--- config.mk ---
export PLATFORM = sky130hd
export DESIGN_NAME = fetch_decode_unit
export DESIGN_NICKNAME = d
export VERILOG_FILES = /design/src/rtl/fdu_pkg.sv /design/src/rtl/fdu_decoder.sv /design/src/rtl/fetch_decode_unit.sv
export SDC_FILE = /design/constraint.sdc
export NUM_CORES = 1
export LEC_CHECK = 0
export CAP_MARGIN = 10
export CORE_UTILIZATION = 44
export DETAILED_ROUTE_END_ITERATION = 10
export PLACE_DENSITY = 0.9
export SETUP_SLACK_MARGIN = 0.2
export SYNTH_ARGS = -nofsm -noshare
export SYNTH_HDL_FRONTEND = slang
export SYNTH_SLANG_ARGS = --single-unit
--- constraint.sdc ---
create_clock -name clk -period 2.6 [get_ports clk]
set_input_delay 0.26 -clock clk [delete_from_list [all_inputs] [get_ports clk]]
set_output_delay 0.26 -clock clk [all_outputs]
set_load 0.02 [all_outputs]
--- src/rtl/fdu_pkg.sv ---
// fdu_pkg: shared definitions for the fetch/decode front end of the 9-bit core.
//   - opcode encodings for mach_code[8:4]
//   - ALU command enumeration
//   - instruction-type encodings
//   - the decoded control bundle passed from the decoder to the top
//   - default branch-target lookup table contents
package fdu_pkg;

  localparam int ALU_W = 4;

  typedef enum logic [ALU_W-1:0] {
    ALU_ADD    = 4'd0,
    ALU_SUB    = 4'd1,
    ALU_AND    = 4'd2,
    ALU_OR     = 4'd3,
    ALU_XOR    = 4'd4,
    ALU_LSL    = 4'd5,
    ALU_LSR    = 4'd6,
    ALU_PASS_A = 4'd7,
    ALU_CMP    = 4'd8
  } alu_op_e;

  // Which register field the result is written through.
  localparam logic [1:0] IT_R_RS = 2'b00;
  localparam logic [1:0] IT_R_RT = 2'b01;
  localparam logic [1:0] IT_I    = 2'b10;

  // Top two opcode bits equal to this mark an I-type (load immediate).
  localparam logic [1:0] OPC_ITYPE = 2'b11;

  localparam logic [4:0] OP_ADD  = 5'b00000;
  localparam logic [4:0] OP_SUB  = 5'b00001;
  localparam logic [4:0] OP_AND  = 5'b00010;
  localparam logic [4:0] OP_OR   = 5'b00011;
  localparam logic [4:0] OP_XOR  = 5'b00100;
  localparam logic [4:0] OP_LSL  = 5'b00101;
  localparam logic [4:0] OP_LSR  = 5'b00110;
  localparam logic [4:0] OP_ADDI = 5'b00111;
  localparam logic [4:0] OP_MOVR = 5'b01000;
  localparam logic [4:0] OP_LD   = 5'b01001;
  localparam logic [4:0] OP_ST   = 5'b01010;
  localparam logic [4:0] OP_CMP  = 5'b01011;
  localparam logic [4:0] OP_BR   = 5'b01100;

  typedef struct packed {
    logic [1:0] inst_type;
    logic       branch;
    logic       mem_read;
    logic       mem_write;
    logic       mem_to_reg;
    logic       alu_src;
    logic       reg_write;
    logic       is_addi;
    logic       is_movr;
    logic       is_cond;
    alu_op_e    alu_op;
  } ctrl_t;

  // Entry i holds i*16; the top zero-extends to the PC width.
  localparam int unsigned LUT_DEFAULT [16] = '{
    0,   16,  32,  48,  64,  80,  96,  112,
    128, 144, 160, 176, 192, 208, 224, 240
  };

endpackage

--- src/rtl/fdu_decoder.sv ---
// fdu_decoder: purely combinational main decoder.
//   i_op   in  5  opcode field mach_code[8:4]
//   o_ctrl out    decoded datapath controls (all zero for NOP/unknown codes)
module fdu_decoder
  import fdu_pkg::*;
(
  input  logic [4:0] i_op,
  output ctrl_t      o_ctrl
);

  always_comb begin
    o_ctrl        = '0;
    o_ctrl.alu_op = ALU_ADD;
    if (i_op[4:3] == OPC_ITYPE) begin
      // Load immediate: low opcode bits are part of the immediate, not a sub-op.
      o_ctrl.inst_type = IT_I;
      o_ctrl.reg_write = 1'b1;
    end else begin
      case (i_op)
        OP_ADD: begin o_ctrl.alu_op = ALU_ADD; o_ctrl.reg_write = 1'b1; end
        OP_SUB: begin o_ctrl.alu_op = ALU_SUB; o_ctrl.reg_write = 1'b1; end
        OP_AND: begin o_ctrl.alu_op = ALU_AND; o_ctrl.reg_write = 1'b1; end
        OP_OR:  begin o_ctrl.alu_op = ALU_OR;  o_ctrl.reg_write = 1'b1; end
        OP_XOR: begin o_ctrl.alu_op = ALU_XOR; o_ctrl.reg_write = 1'b1; end
        OP_LSL: begin o_ctrl.alu_op = ALU_LSL; o_ctrl.reg_write = 1'b1; end
        OP_LSR: begin o_ctrl.alu_op = ALU_LSR; o_ctrl.reg_write = 1'b1; end
        OP_ADDI: begin
          o_ctrl.alu_op    = ALU_ADD;
          o_ctrl.alu_src   = 1'b1;
          o_ctrl.is_addi   = 1'b1;
          o_ctrl.reg_write = 1'b1;
        end
        OP_MOVR: begin
          o_ctrl.alu_op    = ALU_PASS_A;
          o_ctrl.inst_type = IT_R_RT;
          o_ctrl.is_movr   = 1'b1;
          o_ctrl.reg_write = 1'b1;
        end
        OP_LD: begin
          o_ctrl.alu_op     = ALU_PASS_A;
          o_ctrl.inst_type  = IT_R_RT;
          o_ctrl.mem_read   = 1'b1;
          o_ctrl.mem_to_reg = 1'b1;
          o_ctrl.reg_write  = 1'b1;
        end
        OP_ST: begin
          o_ctrl.alu_op    = ALU_PASS_A;
          o_ctrl.mem_write = 1'b1;
        end
        OP_CMP: begin
          o_ctrl.alu_op  = ALU_CMP;
          o_ctrl.is_cond = 1'b1;
        end
        OP_BR:   o_ctrl.branch = 1'b1;
        default: ;
      endcase
    end
  end

endmodule

--- src/rtl/fetch_decode_unit.sv ---
// fetch_decode_unit: program counter, branch-target LUT and instruction decoder.
//   clk         in  1  rising-edge clock
//   reset       in  1  synchronous reset, active low
//   mach_code   in  9  current instruction word
//   one_flag    in  1  registered ALU "one" flag, branch condition
//   reljump_en  in  1  relative-jump request
//   prog_ctr    out D  current program counter
//   InstType .. ALUOp  decoded datapath controls
//   done        out 1  high while prog_ctr equals DONE_ADDR
module fetch_decode_unit
  import fdu_pkg::*;
#(
  parameter int D         = 12,
  parameter int A         = 4,
  parameter int DONE_ADDR = 65
) (
  input  logic         clk,
  input  logic         reset,
  input  logic [8:0]   mach_code,
  input  logic         one_flag,
  input  logic         reljump_en,
  output logic [D-1:0] prog_ctr,
  output logic [1:0]   InstType,
  output logic         BranchInst,
  output logic         MemRead,
  output logic         MemWrite,
  output logic         MemtoReg,
  output logic         ALUSrc,
  output logic         RegWrite,
  output logic         isaddi,
  output logic         ismovr,
  output logic         iscond,
  output logic [A-1:0] ALUOp,
  output logic         done
);

  logic [D-1:0] r_pc;
  logic [D-1:0] w_lut_target;
  logic         w_abs_jump;
  ctrl_t        w_ctrl;

  fdu_decoder u_decoder (
    .i_op   (mach_code[8:4]),
    .o_ctrl (w_ctrl)
  );

  assign w_lut_target = D'(LUT_DEFAULT[mach_code[3:0]]);
  assign w_abs_jump   = w_ctrl.branch && one_flag;

  // Absolute jump has priority over a relative jump; all sums wrap at 2^D.
  always_ff @(posedge clk) begin
    if (!reset) begin
      r_pc <= '0;
    end else if (w_abs_jump) begin
      r_pc <= w_lut_target;
    end else if (reljump_en) begin
      r_pc <= r_pc + w_lut_target;
    end else begin
      r_pc <= r_pc + D'(1);
    end
  end

  assign prog_ctr   = r_pc;
  assign done       = (r_pc == D'(DONE_ADDR));

  assign InstType   = w_ctrl.inst_type;
  assign BranchInst = w_ctrl.branch;
  assign MemRead    = w_ctrl.mem_read;
  assign MemWrite   = w_ctrl.mem_write;
  assign MemtoReg   = w_ctrl.mem_to_reg;
  assign ALUSrc     = w_ctrl.alu_src;
  assign RegWrite   = w_ctrl.reg_write;
  assign isaddi     = w_ctrl.is_addi;
  assign ismovr     = w_ctrl.is_movr;
  assign iscond     = w_ctrl.is_cond;
  assign ALUOp      = A'(w_ctrl.alu_op);

endmodule

==> impl_results.md, run 1 <==
* Vias in the first global route at 975
* Clk slew on worst S/H paths at 70 ps
* Synth Register Bits at 12
* Port Buf Inserts at 40
* Tot GR Track Use at 25.45%
* Post-CTS setup buffer count at 0
* CTS tree: yes
* Clock sink total at 12
* Reg2Reg Setup Slack at 820 ps
* WL final at 2.571 mm
* Final min period at 2354 ps
* Syn. warnings at 0
* Drt first-iter violations at 24
* Pre-antenna DRT Iters at 5
* Chip Height at 47.19 um
* CP max FO at 7
* Core area at 1821 sq um
* Avg Inst Size Synth at 7.880 sq um
* First-pass GRT wire length at 3.974 mm
* Largest net degree at the start of global routing at 11
* Io pins at 41
* Root buf cell: clkbuf_4
* Netlist cell types at 38
* Antenna violations before repair at 0
* Hpwl dp at 1.993 mm
* Clock latency at the later pin of the worst-skew pair at 280 ps
* Seq/Total Area, Yosys at 26.74%
* Top cell type's share of synthesized area at 26.74%
* R2R Path End: prog_ctr[11]$_SDFF_PP0_
* VDD IR-drop max at 0.1988 mV
* Worst Setup EP: MemtoReg
* Placement Rows at 15
* Worst Setup SP: mach_code[6]
* Final core utilization at 74.71%
* Synth Instances at 114
* Mapped Area at 898.4 sq um
* Ratio of cells with drive above 1 in the final layout at 7.051%
* Die W at 47.19 um
* Fin area at 1360 sq um
* Drt wl/cell at 14.20 um
* Worst slew margin at 50.27%
* Fin Setup TNS at 0 ps
* Fraction of registers with async set/reset at 0%
* Leak pwr at 0.5455 nW
* Cell Area, Placed at 1326 sq um
* Grt ovf at 0
* Mean number of vias per cell at 5.713
* Worst Path Arrival at 2090 ps
* Area leader, netlist: dfxtp_1
* Min-delay worst type: reg -> reg
* Ranking of synthesized cells by area: dfxtp_1, ha_1, and2_1, nand2_1, nor2_1
* Final setup vio count at 0
* Main synth FF type: dfxtp_1
* Syn nets at 133
* DRC at 0
* PwrDens at 384.1 nW/um^2
* RR Startpoint: prog_ctr[4]$_SDFF_PN0_
* Final hold vios at 0
* Critical path class: in -> out
* Final period utilization at 90.54%
* Clock buffer count from CTS at 3
* Max Cap Viol at 0
* Max-slew violations at 0
* Clock Path Buffers at 2
* Antenna diodes at 0
* Number of synthesized flops with an enable pin at 0
* Post-layout nets at 177
* RSZ-0062 raised after global routing: yes
* Worst Reg-to-Reg Cells at 5
* Max reg flops at 12
* CP required at 2340 ps
* Crit end category: primary output
* Vias at 1,034
* FMAX at 424.8 MHz
* Startpoint types: input pin
* Layout Skew at 3.556 ps
* Die ar. at 2226 sq um
* # hold bufs at CTS at 0
* GP Congestion at 0.8573
* Initial Utilization at 49.35%
* Area grow syn2layout at 51.39%
* Worst Tran Pin Value at 742.4 ps
* Status: complete, no violations
* Routed Antenna Nets at 0
* CTS HTree Levels at 1
per-layer routing:
metal | track usage (%) | vias to the layer above | wire length [um]
met5 | 0 | - | 0
met4 | 14.86 | 0 | 84
met3 | 8.077 | 11 | 226
met2 | 47.22 | 62 | 1299
met1 | 24.43 | 459 | 960
li1 | - | 502 | -
timing repair:
item | CTS | global route
endpoints found under the setup margin | 4 | 4
cloned | 0 | 0
resized for setup | 2 | 3
pin swaps | 0 | 0
where the power goes:
part	switching, mW	total (mW)	internal [mW]
Combinational	0.101	0.194	0.0930
Sequential	0.0133	0.210	0.197
Clock	0.0644	0.118	0.0538
Total	0.179	0.522	0.343
layout make-up:
| type | count | area, sq um |
|---|---|---|
| multi-input cells | 95 | 635.6 |
| fillers | 146 | 460.4 |
| repair buffers | 42 | 415.4 |
| flip-flops and latches | 12 | 240.2 |
| well taps | 25 | 31.28 |
| clock buffers | 3 | 22.52 |
| inverters | 4 | 15.01 |
metrics by stage:
stage	power, mW	hold slack, ps	worst slack (ps)	instances
6_report	0.5223	520.7	246.0	181
3_3_place_gp	0.4002	488.4	239.6	178
3_5_place_dp	0.4066	504.5	194.7	178
4_1_cts	0.5238	517.8	200.7	181
5_1_grt	0.5515	562.2	93.66	181
2_1_floorplan	0.3187	395.9	753.8	114
layout by cell type (no fill, tap or decap), types with 3 or more instances in the layout:
cell type        Yosys  routed
dfxtp_1             12      12
o21ai_0              5       5
clkbuf_4             0       3
and2_1               9       9
inv_1                4       4
o22ai_1              4       4
clkdlybuf4s50_1      0      37
nor3_1               3       3
nor2_1              12      12
xor2_1               4       4
nand2_1             13      13
nand3_1              4       4
ha_1                 6       6
a21oi_1              3       3
logic make-up after synthesis:
logic type,Yosys count,share of synthesized area (%)
simple gates,55,33.29
compound gates,26,19.78
flops,12,26.74
buf+inv,7,3.759
xor+xnor,6,5.850
fa+ha+maj,6,8.356
mux,2,2.229
critical path: stages:
cell,delay (ps)
clkdlybuf4s50_1,520
or3_4,460
nor2_1,120
and2_1,150
clkdlybuf4s50_1,600
cells in the mapped netlist, types with 2 or more instances:
cell type,count
nand2_1,13
dfxtp_1,12
nor2_1,12
and2_1,9
ha_1,6
o21ai_0,5
inv_1,4
nand3_1,4
o22ai_1,4
xor2_1,4
a21oi_1,3
nor3_1,3
nor4b_1,3
buf_4,2
mux2i_1,2
nand4_1,2
o21a_1,2
o21bai_1,2
o31ai_1,2
xnor2_1,2
how the worst min path moves through the flow:
stage | from | to | slack (ps) | depth (start not counted)
5_1_grt | prog_ctr[10]$_SDFF_PP0_ | prog_ctr[10]$_SDFF_PP0_ | 560 | 2
3_3_place_gp | prog_ctr[10]$_SDFF_PP0_ | prog_ctr[10]$_SDFF_PP0_ | 490 | 2
2_1_floorplan | reset | prog_ctr[4]$_SDFF_PN0_ | 400 | 2
3_5_place_dp | prog_ctr[11]$_SDFF_PP0_ | prog_ctr[11]$_SDFF_PP0_ | 500 | 2
4_1_cts | prog_ctr[10]$_SDFF_PP0_ | prog_ctr[10]$_SDFF_PP0_ | 520 | 2
6_report | prog_ctr[10]$_SDFF_PP0_ | prog_ctr[10]$_SDFF_PP0_ | 520 | 2
No activity file was read; power rests on OpenSTA's default activity.
==> run 2: changes to the inputs <==
HOLD_SLACK_MARGIN = 0.05   (was unset)
==> results of run 2 <==
Same layout as run 1: the final DEF is identical, and so are final timing and power.
==> run 3: changes to the inputs <==
CAP_MARGIN = unset   (was 10)
CTS_CLUSTER_DIAMETER = 120   (was unset)
GPL_ROUTABILITY_DRIVEN = 1   (was unset)
==> results of run 3 <==
Same layout as run 1: the final DEF is identical, and so are final timing and power.
